`src/rtl/seq_divider_pkg.sv`:
```
// -----------------------------------------------------------------------------
// seq_divider_pkg
//
// Shared definitions for the sequential restoring divider:
//   - state_t   : FSM state encoding (IDLE=0, RUN=1, DONE=2)
//   - cnt_width : width of the iteration counter for a given operand width,
//                 i.e. clog2(width+1) so the counter can hold the value width.
// -----------------------------------------------------------------------------
package seq_divider_pkg;

    typedef enum logic [1:0] {
        IDLE = 2'd0,
        RUN  = 2'd1,
        DONE = 2'd2
    } state_t;

    function automatic int cnt_width(input int width);
        return $clog2(width + 1);
    endfunction

endpackage : seq_divider_pkg

```
`src/rtl/addern.sv`:
```
// -----------------------------------------------------------------------------
// addern
//
// Parameterised ripple-carry adder: s = x + y + carryin.
// Used by seq_divider as a trial subtractor (y = ~b, carryin = 1 gives x - b,
// with carryout = 1 meaning "no borrow").
//
// Ports:
//   x, y      in  n : addends
//   carryin   in  1 : carry into bit 0
//   s         out n : sum
//   carryout  out 1 : carry out of bit n-1
// -----------------------------------------------------------------------------
module addern #(
    parameter int n = 8
) (
    input  logic [n-1:0] x,
    input  logic [n-1:0] y,
    input  logic         carryin,
    output logic [n-1:0] s,
    output logic         carryout
);

    always_comb begin
        logic [n:0] carry;
        carry    = '0;
        s        = '0;
        carry[0] = carryin;
        for (int i = 0; i < n; i++) begin
            s[i]       = x[i] ^ y[i] ^ carry[i];
            carry[i+1] = (x[i] & y[i]) | (x[i] & carry[i]) | (y[i] & carry[i]);
        end
        carryout = carry[n];
    end

endmodule : addern

```
`src/rtl/seq_divider.sv`:
```
// -----------------------------------------------------------------------------
// seq_divider
//
// Sequential unsigned restoring divider producing one quotient bit per clock.
// A start/ready/done handshake accepts one division at a time; the result is
// registered and held until the next accepted start.
//
// Parameters:
//   n            : operand / result width (n >= 2)
//
// Ports:
//   clk          in  1 : rising-edge clock
//   reset        in  1 : synchronous active-high reset
//   start        in  1 : request a division (honoured only while ready = 1)
//   dividend     in  n : unsigned dividend, sampled on the accepted start
//   divisor      in  n : unsigned divisor, sampled on the accepted start
//   ready        out 1 : high in IDLE; a start will be accepted
//   done         out 1 : one-cycle pulse, result outputs are valid
//   quotient     out n : unsigned quotient (all ones on divide by zero)
//   remainder    out n : unsigned remainder (dividend on divide by zero)
//   div_by_zero  out 1 : the last accepted divisor was zero
//
// Latency: n+1 cycles from accept to done (1 cycle for a zero divisor),
// with ready back high the cycle after done.
// -----------------------------------------------------------------------------
module seq_divider
    import seq_divider_pkg::*;
#(
    parameter int n = 8
) (
    input  logic         clk,
    input  logic         reset,
    input  logic         start,
    input  logic [n-1:0] dividend,
    input  logic [n-1:0] divisor,
    output logic         ready,
    output logic         done,
    output logic [n-1:0] quotient,
    output logic [n-1:0] remainder,
    output logic         div_by_zero
);

    localparam int CW = cnt_width(n);

    // Control state (reset)
    state_t          state_q,  state_d;
    logic [CW-1:0]   cnt_q,    cnt_d;
    logic            ready_q,  ready_d;
    logic            done_q,   done_d;
    logic            dz_q,     dz_d;
    logic [n-1:0]    quot_q,   quot_d;
    logic [n-1:0]    rem_q,    rem_d;

    // Datapath state (no reset needed; always loaded on accept)
    // The partial remainder is conceptually n+1 bits, but its top bit is zero
    // at the end of every iteration, so only the low n bits are stored.
    logic [n-1:0]    r_q,      r_d;
    logic [n-1:0]    q_q,      q_d;
    logic [n-1:0]    dvs_q,    dvs_d;

    // Trial subtraction
    logic [n:0]      r_shift;
    logic [n-1:0]    q_shift;
    logic [n:0]      trial;
    logic            no_borrow;
    logic            unused_trial_msb;

    // {R,Q} shifted left by one; the dividend bit leaving Q enters R.
    assign r_shift = {r_q, q_q[n-1]};
    assign q_shift = {q_q[n-2:0], 1'b0};

    // r_shift - {0,divisor} as r_shift + ~{0,divisor} + 1.
    addern #(
        .n (n + 1)
    ) u_trial_sub (
        .x        (r_shift),
        .y        (~{1'b0, dvs_q}),
        .carryin  (1'b1),
        .s        (trial),
        .carryout (no_borrow)
    );

    // A successful trial is always below the divisor, so its top bit is zero.
    assign unused_trial_msb = trial[n];

    always_comb begin
        state_d = state_q;
        cnt_d   = cnt_q;
        done_d  = 1'b0;
        dz_d    = dz_q;
        quot_d  = quot_q;
        rem_d   = rem_q;
        r_d     = r_q;
        q_d     = q_q;
        dvs_d   = dvs_q;

        case (state_q)
            IDLE: begin
                if (start) begin
                    dvs_d = divisor;
                    r_d   = '0;
                    q_d   = dividend;
                    cnt_d = CW'(n);
                    dz_d  = 1'b0;
                    if (divisor == '0) begin
                        // Skip iteration entirely and publish the
                        // divide-by-zero result on the edge entering DONE.
                        state_d = DONE;
                        done_d  = 1'b1;
                        dz_d    = 1'b1;
                        quot_d  = '1;
                        rem_d   = dividend;
                    end else begin
                        state_d = RUN;
                    end
                end
            end

            RUN: begin
                if (no_borrow) begin
                    r_d = trial[n-1:0];
                    q_d = {q_shift[n-1:1], 1'b1};
                end else begin
                    r_d = r_shift[n-1:0];
                    q_d = q_shift;
                end
                cnt_d = cnt_q - CW'(1);
                if (cnt_q == CW'(1)) begin
                    state_d = DONE;
                    done_d  = 1'b1;
                    quot_d  = q_d;
                    rem_d   = r_d;
                end
            end

            DONE: begin
                state_d = IDLE;
            end

            default: begin
                state_d = IDLE;
            end
        endcase

        ready_d = (state_d == IDLE);
    end

    // Control and result registers
    always_ff @(posedge clk) begin
        if (reset) begin
            state_q <= IDLE;
            cnt_q   <= '0;
            ready_q <= 1'b1;
            done_q  <= 1'b0;
            dz_q    <= 1'b0;
            quot_q  <= '0;
            rem_q   <= '0;
        end else begin
            state_q <= state_d;
            cnt_q   <= cnt_d;
            ready_q <= ready_d;
            done_q  <= done_d;
            dz_q    <= dz_d;
            quot_q  <= quot_d;
            rem_q   <= rem_d;
        end
    end

    // Shift register and latched divisor
    always_ff @(posedge clk) begin
        r_q   <= r_d;
        q_q   <= q_d;
        dvs_q <= dvs_d;
    end

    assign ready       = ready_q;
    assign done        = done_q;
    assign quotient    = quot_q;
    assign remainder   = rem_q;
    assign div_by_zero = dz_q;

endmodule : seq_divider

```
`config.mk`:
```
export PLATFORM = sky130hd
export DESIGN_NAME = seq_divider
export DESIGN_NICKNAME = d
export VERILOG_FILES = /design/src/rtl/seq_divider_pkg.sv /design/src/rtl/addern.sv /design/src/rtl/seq_divider.sv
export SDC_FILE = /design/constraint.sdc
export NUM_CORES = 1
export LEC_CHECK = 0
export CAP_MARGIN = 25
export CORE_UTILIZATION = 30
export DETAILED_ROUTE_END_ITERATION = 12
export PLACE_DENSITY_LB_ADDON = 0.12
export SYNTH_ARGS = -nofsm -noshare
export SYNTH_HDL_FRONTEND = slang
export SYNTH_SLANG_ARGS = --single-unit
```
`constraint.sdc`:
```
create_clock -name clk -period 4 [get_ports clk]
set_input_delay 0.8 -clock clk [delete_from_list [all_inputs] [get_ports clk]]
set_output_delay 0.8 -clock clk [all_outputs]
set_load 0.01 [all_outputs]
```
==> impl_metrics.ini <==
[layout]
drive_gt1_frac = 0.203
antenna_cells = 0
syn_to_final_growth_pct = 26.5
nNetsFinal = 279
fin_area_mm2 = 0.00290

[routing]
drt_iter0_markers = 102
drc = 0
final_antenna_net_count = 0
first_pass_iters = 4
vias = 1648
wire_per_inst_um = 15.0
totalWireLength_um = 5240
vias_per_cell = 4.71

[clocking]
cts_made_buffers = 5
clk_latency_ns = 0.31
cts_hold_buffers = 0
cts-root-buf = clkbuf_8
cts_tree = yes
cts_buffer_depth = 2
clock_sinks = 49
cts.clk_slew.worst_paths_ns = 0.09
h-tree-depth = 2

[synth]
synth_edf_count = 24
ys_async_sr_fraction = 0
ys_seq_area_frac = 0.534
yosys.cell_count.top_type = dfxtp_1
synthCells = 212
netlist_top_cells_area = edfxtp_1 31%, dfxtp_1 22%, fa_1 6.1%
ys_ff_latch = 49
synth_ff_type = dfxtp_1
avgSynthCellArea_um2 = 10.8
syn_area_mm2 = 0.00229
yosys_warnings = 0
netlist_top_cells_count = 25 x dfxtp_1, 24 x edfxtp_1, 24 x nand2_1
synth_area_leader_cell = edfxtp_1
synth_nets = 241
yosys.cell_types.count = 33
yosysTopAreaCellShare = 0.315

[min_path]
whs_path_depth = 2
min_to = div_by_zero$_SDFFE_PP0P_
worstHoldStart = div_by_zero$_SDFFE_PP0P_
hold_path_class = reg2reg

[power]
p_sw_w = 0.000348
ir_worst_vdd_v = 0.000159
power_frac_seq = 0.522
netSwitchingFraction = 0.297
power_density_mw_per_mm2 = 404
power_frac_comb = 0.230
p_leak_nw = 1.02
p_clk_frac = 0.248
internal_power_w = 0.000823

[worst_setup_path]
critPathTopFamily = adder cells
start_kind = register
path_cells = inv_1, ha_2, fa_2, fa_2, fa_2, fa_2, fa_2, fa_2, inv_2, fa_2, nor3_1, a211oi_2, buf_4, a21oi_1, a211oi_2
crit_path_end_kind = register
critPathMaxFanout = 4
r2r_cells = 15
arrival_ns = 4.07
r2r_slack_ns = 0.17
cpMaxStageDelayCell = fa_2
path_class = reg2reg
regToRegStartpoint = q_q[7]$_DFFE_PP_
crit_required_ns = 4.24
critical_path_buf_inv_count = 3
reg2reg_to = remainder[6]$_SDFFE_PP0P_
crit_top_cell = fa_2
cp_slowest_stage_delay_ns = 0.37

[floorplan]
die-area_mm2 = 0.00798
rows = 31
core-area_mm2 = 0.00733
die-height_um = 89.3
start_util = 0.312
die_w_um = 89.3
ios = 38

[sta]
fin_crit_sh = 0.957
fin_crit_ns = 3.83
skew_ns = 0.00834
finalHoldViolCount = 0
max_freq_mhz = 261
setup_viol = 0
rsz0062_at_grt = true
final-max-slew-violation-count = 0
relSlewSlack = 0.346
hold_slack_ns = 0.470
worst_slew_pin_slew_ns = 0.981

[global_routing]
grt_pass1_vias = 1686
grt_util_met2 = 0.246
grt_pass1_wl_um = 8580
overflow = 0
gr-usage-all-layers = 0.147
use_met3 = 0.0351
grt_max_degree = 32
top_usage_layer = met2
grt_util_met1 = 0.192
antenna_found_initial = 0

[placement]
dp_hpwl_um = 3650
placed_area_mm2 = 0.00275
portBuffers = 37
gp_congestion = 0.792

[job]
drv_cap = 0

[outcome]
status = completed
[through the flow]
stage           util  cells  TNS [ns]  worst slack (ns)  power [W]
5_1_grt        0.395    350   -0.0227           -0.0111    0.00124
3_3_place_gp   0.373    341    -0.548            -0.151   0.000859
6_report       0.395    350         0             0.171    0.00117
3_5_place_dp   0.375    342     -1.04            -0.227   0.000859
2_1_floorplan      -    212         0            0.0448   0.000760
4_1_cts        0.391    350         0            0.0256    0.00117
[tightest hold or removal path, delay by kind of cell, from the launching register on]
kind             cells  cell delay [ns]
flip-flops           1             0.32
AO/OA/AOI/OAI        1             0.06
AND/OR/NAND/NOR      1             0.05
[per-layer routing]
layer,share of wire,wire [um]
met5,0,0
met4,0.0063,33
met3,0.049,255
met2,0.47,2450
met1,0.48,2500
[state kept, by name, indices dropped and copies added (netlist names)]
| register | flops |
|---|---|
| quotient | 8 |
| done | 1 |
| cnt_q | 4 |
| remainder | 8 |
| state_q | 2 |
| q_q | 8 |
| ready | 1 |
| div_by_zero | 1 |
| dvs_q | 8 |
| r_q | 8 |
[how the worst max path moves through the flow]
stage                  startpoint                        end  slack, ns  cells after the start
6_report         q_q[7]$_DFFE_PP_  remainder[6]$_SDFFE_PP0P_       0.17                     15
5_1_grt        dvs_q[0]$_DFFE_PP_  remainder[5]$_SDFFE_PP0P_      -0.01                     15
4_1_cts          q_q[7]$_DFFE_PP_  remainder[5]$_SDFFE_PP0P_       0.03                     16
3_5_place_dp     q_q[7]$_DFFE_PP_  remainder[4]$_SDFFE_PP0P_      -0.23                     15
3_3_place_gp     q_q[7]$_DFFE_PP_  remainder[4]$_SDFFE_PP0P_      -0.15                     15
2_1_floorplan    q_q[7]$_DFFE_PP_  remainder[0]$_SDFFE_PP0P_       0.04                     15
[layout make-up]
| type | instances | area [um^2] |
|---|---|---|
| Sequential cell | 49 | 1220 |
| Fill cell | 723 | 4440 |
| Tap cell | 99 | 124 |
| Clock buffer | 5 | 68.8 |
| Clock inverter | 3 | 16.3 |
| Inverter | 13 | 48.8 |
| Timing Repair Buffer | 45 | 438 |
| Multi-Input combinational cell | 136 | 978 |
[cell usage in the layout (no fill, tap or decap), types with 3 or more instances in the layout]
cell              n
a211oi_1          6
a211oi_2         15
nand2_1          24
dfxtp_1          25
nor4_1            3
buf_4             6
nor3_1           22
clkdlybuf4s50_1  37
fa_2              7
o21ai_0           4
inv_1            11
clkbuf_8          5
a21oi_2           3
edfxtp_1         24
a21oi_1          13
nor2_1           17
[power groups by stage]
stage,combinational (W),sequential (W),clock [W]
floorplan,0.000149,0.000611,0
global placement,0.000238,0.000622,0
detailed placement,0.000238,0.000621,0
CTS,0.000259,0.000611,0.000301
global route,0.000301,0.000617,0.000321
finish,0.000269,0.000611,0.000291
[logic make-up after synthesis]
logic type	count (synthesis)	synth area share
xor gates and xnor gates	1	0.00383
adders and majority gates	10	0.0776
AOI/OAI and AO/OA	47	0.154
buffers and inverters	27	0.0645
muxes	1	0.00492
and+or+nand+nor	77	0.161
DFF	49	0.534
[what timing repair did]
action / 4_1_cts / 5_1_grt
cloned: 0 / 0
resized for setup: 11 / 9
buffers inserted: 0 / 0
endpoints found under the hold margin: 0 / 0
endpoints found under the setup margin: 9 / 8
pin swaps: 3 / 5
(Power assumes the default switching activity.)
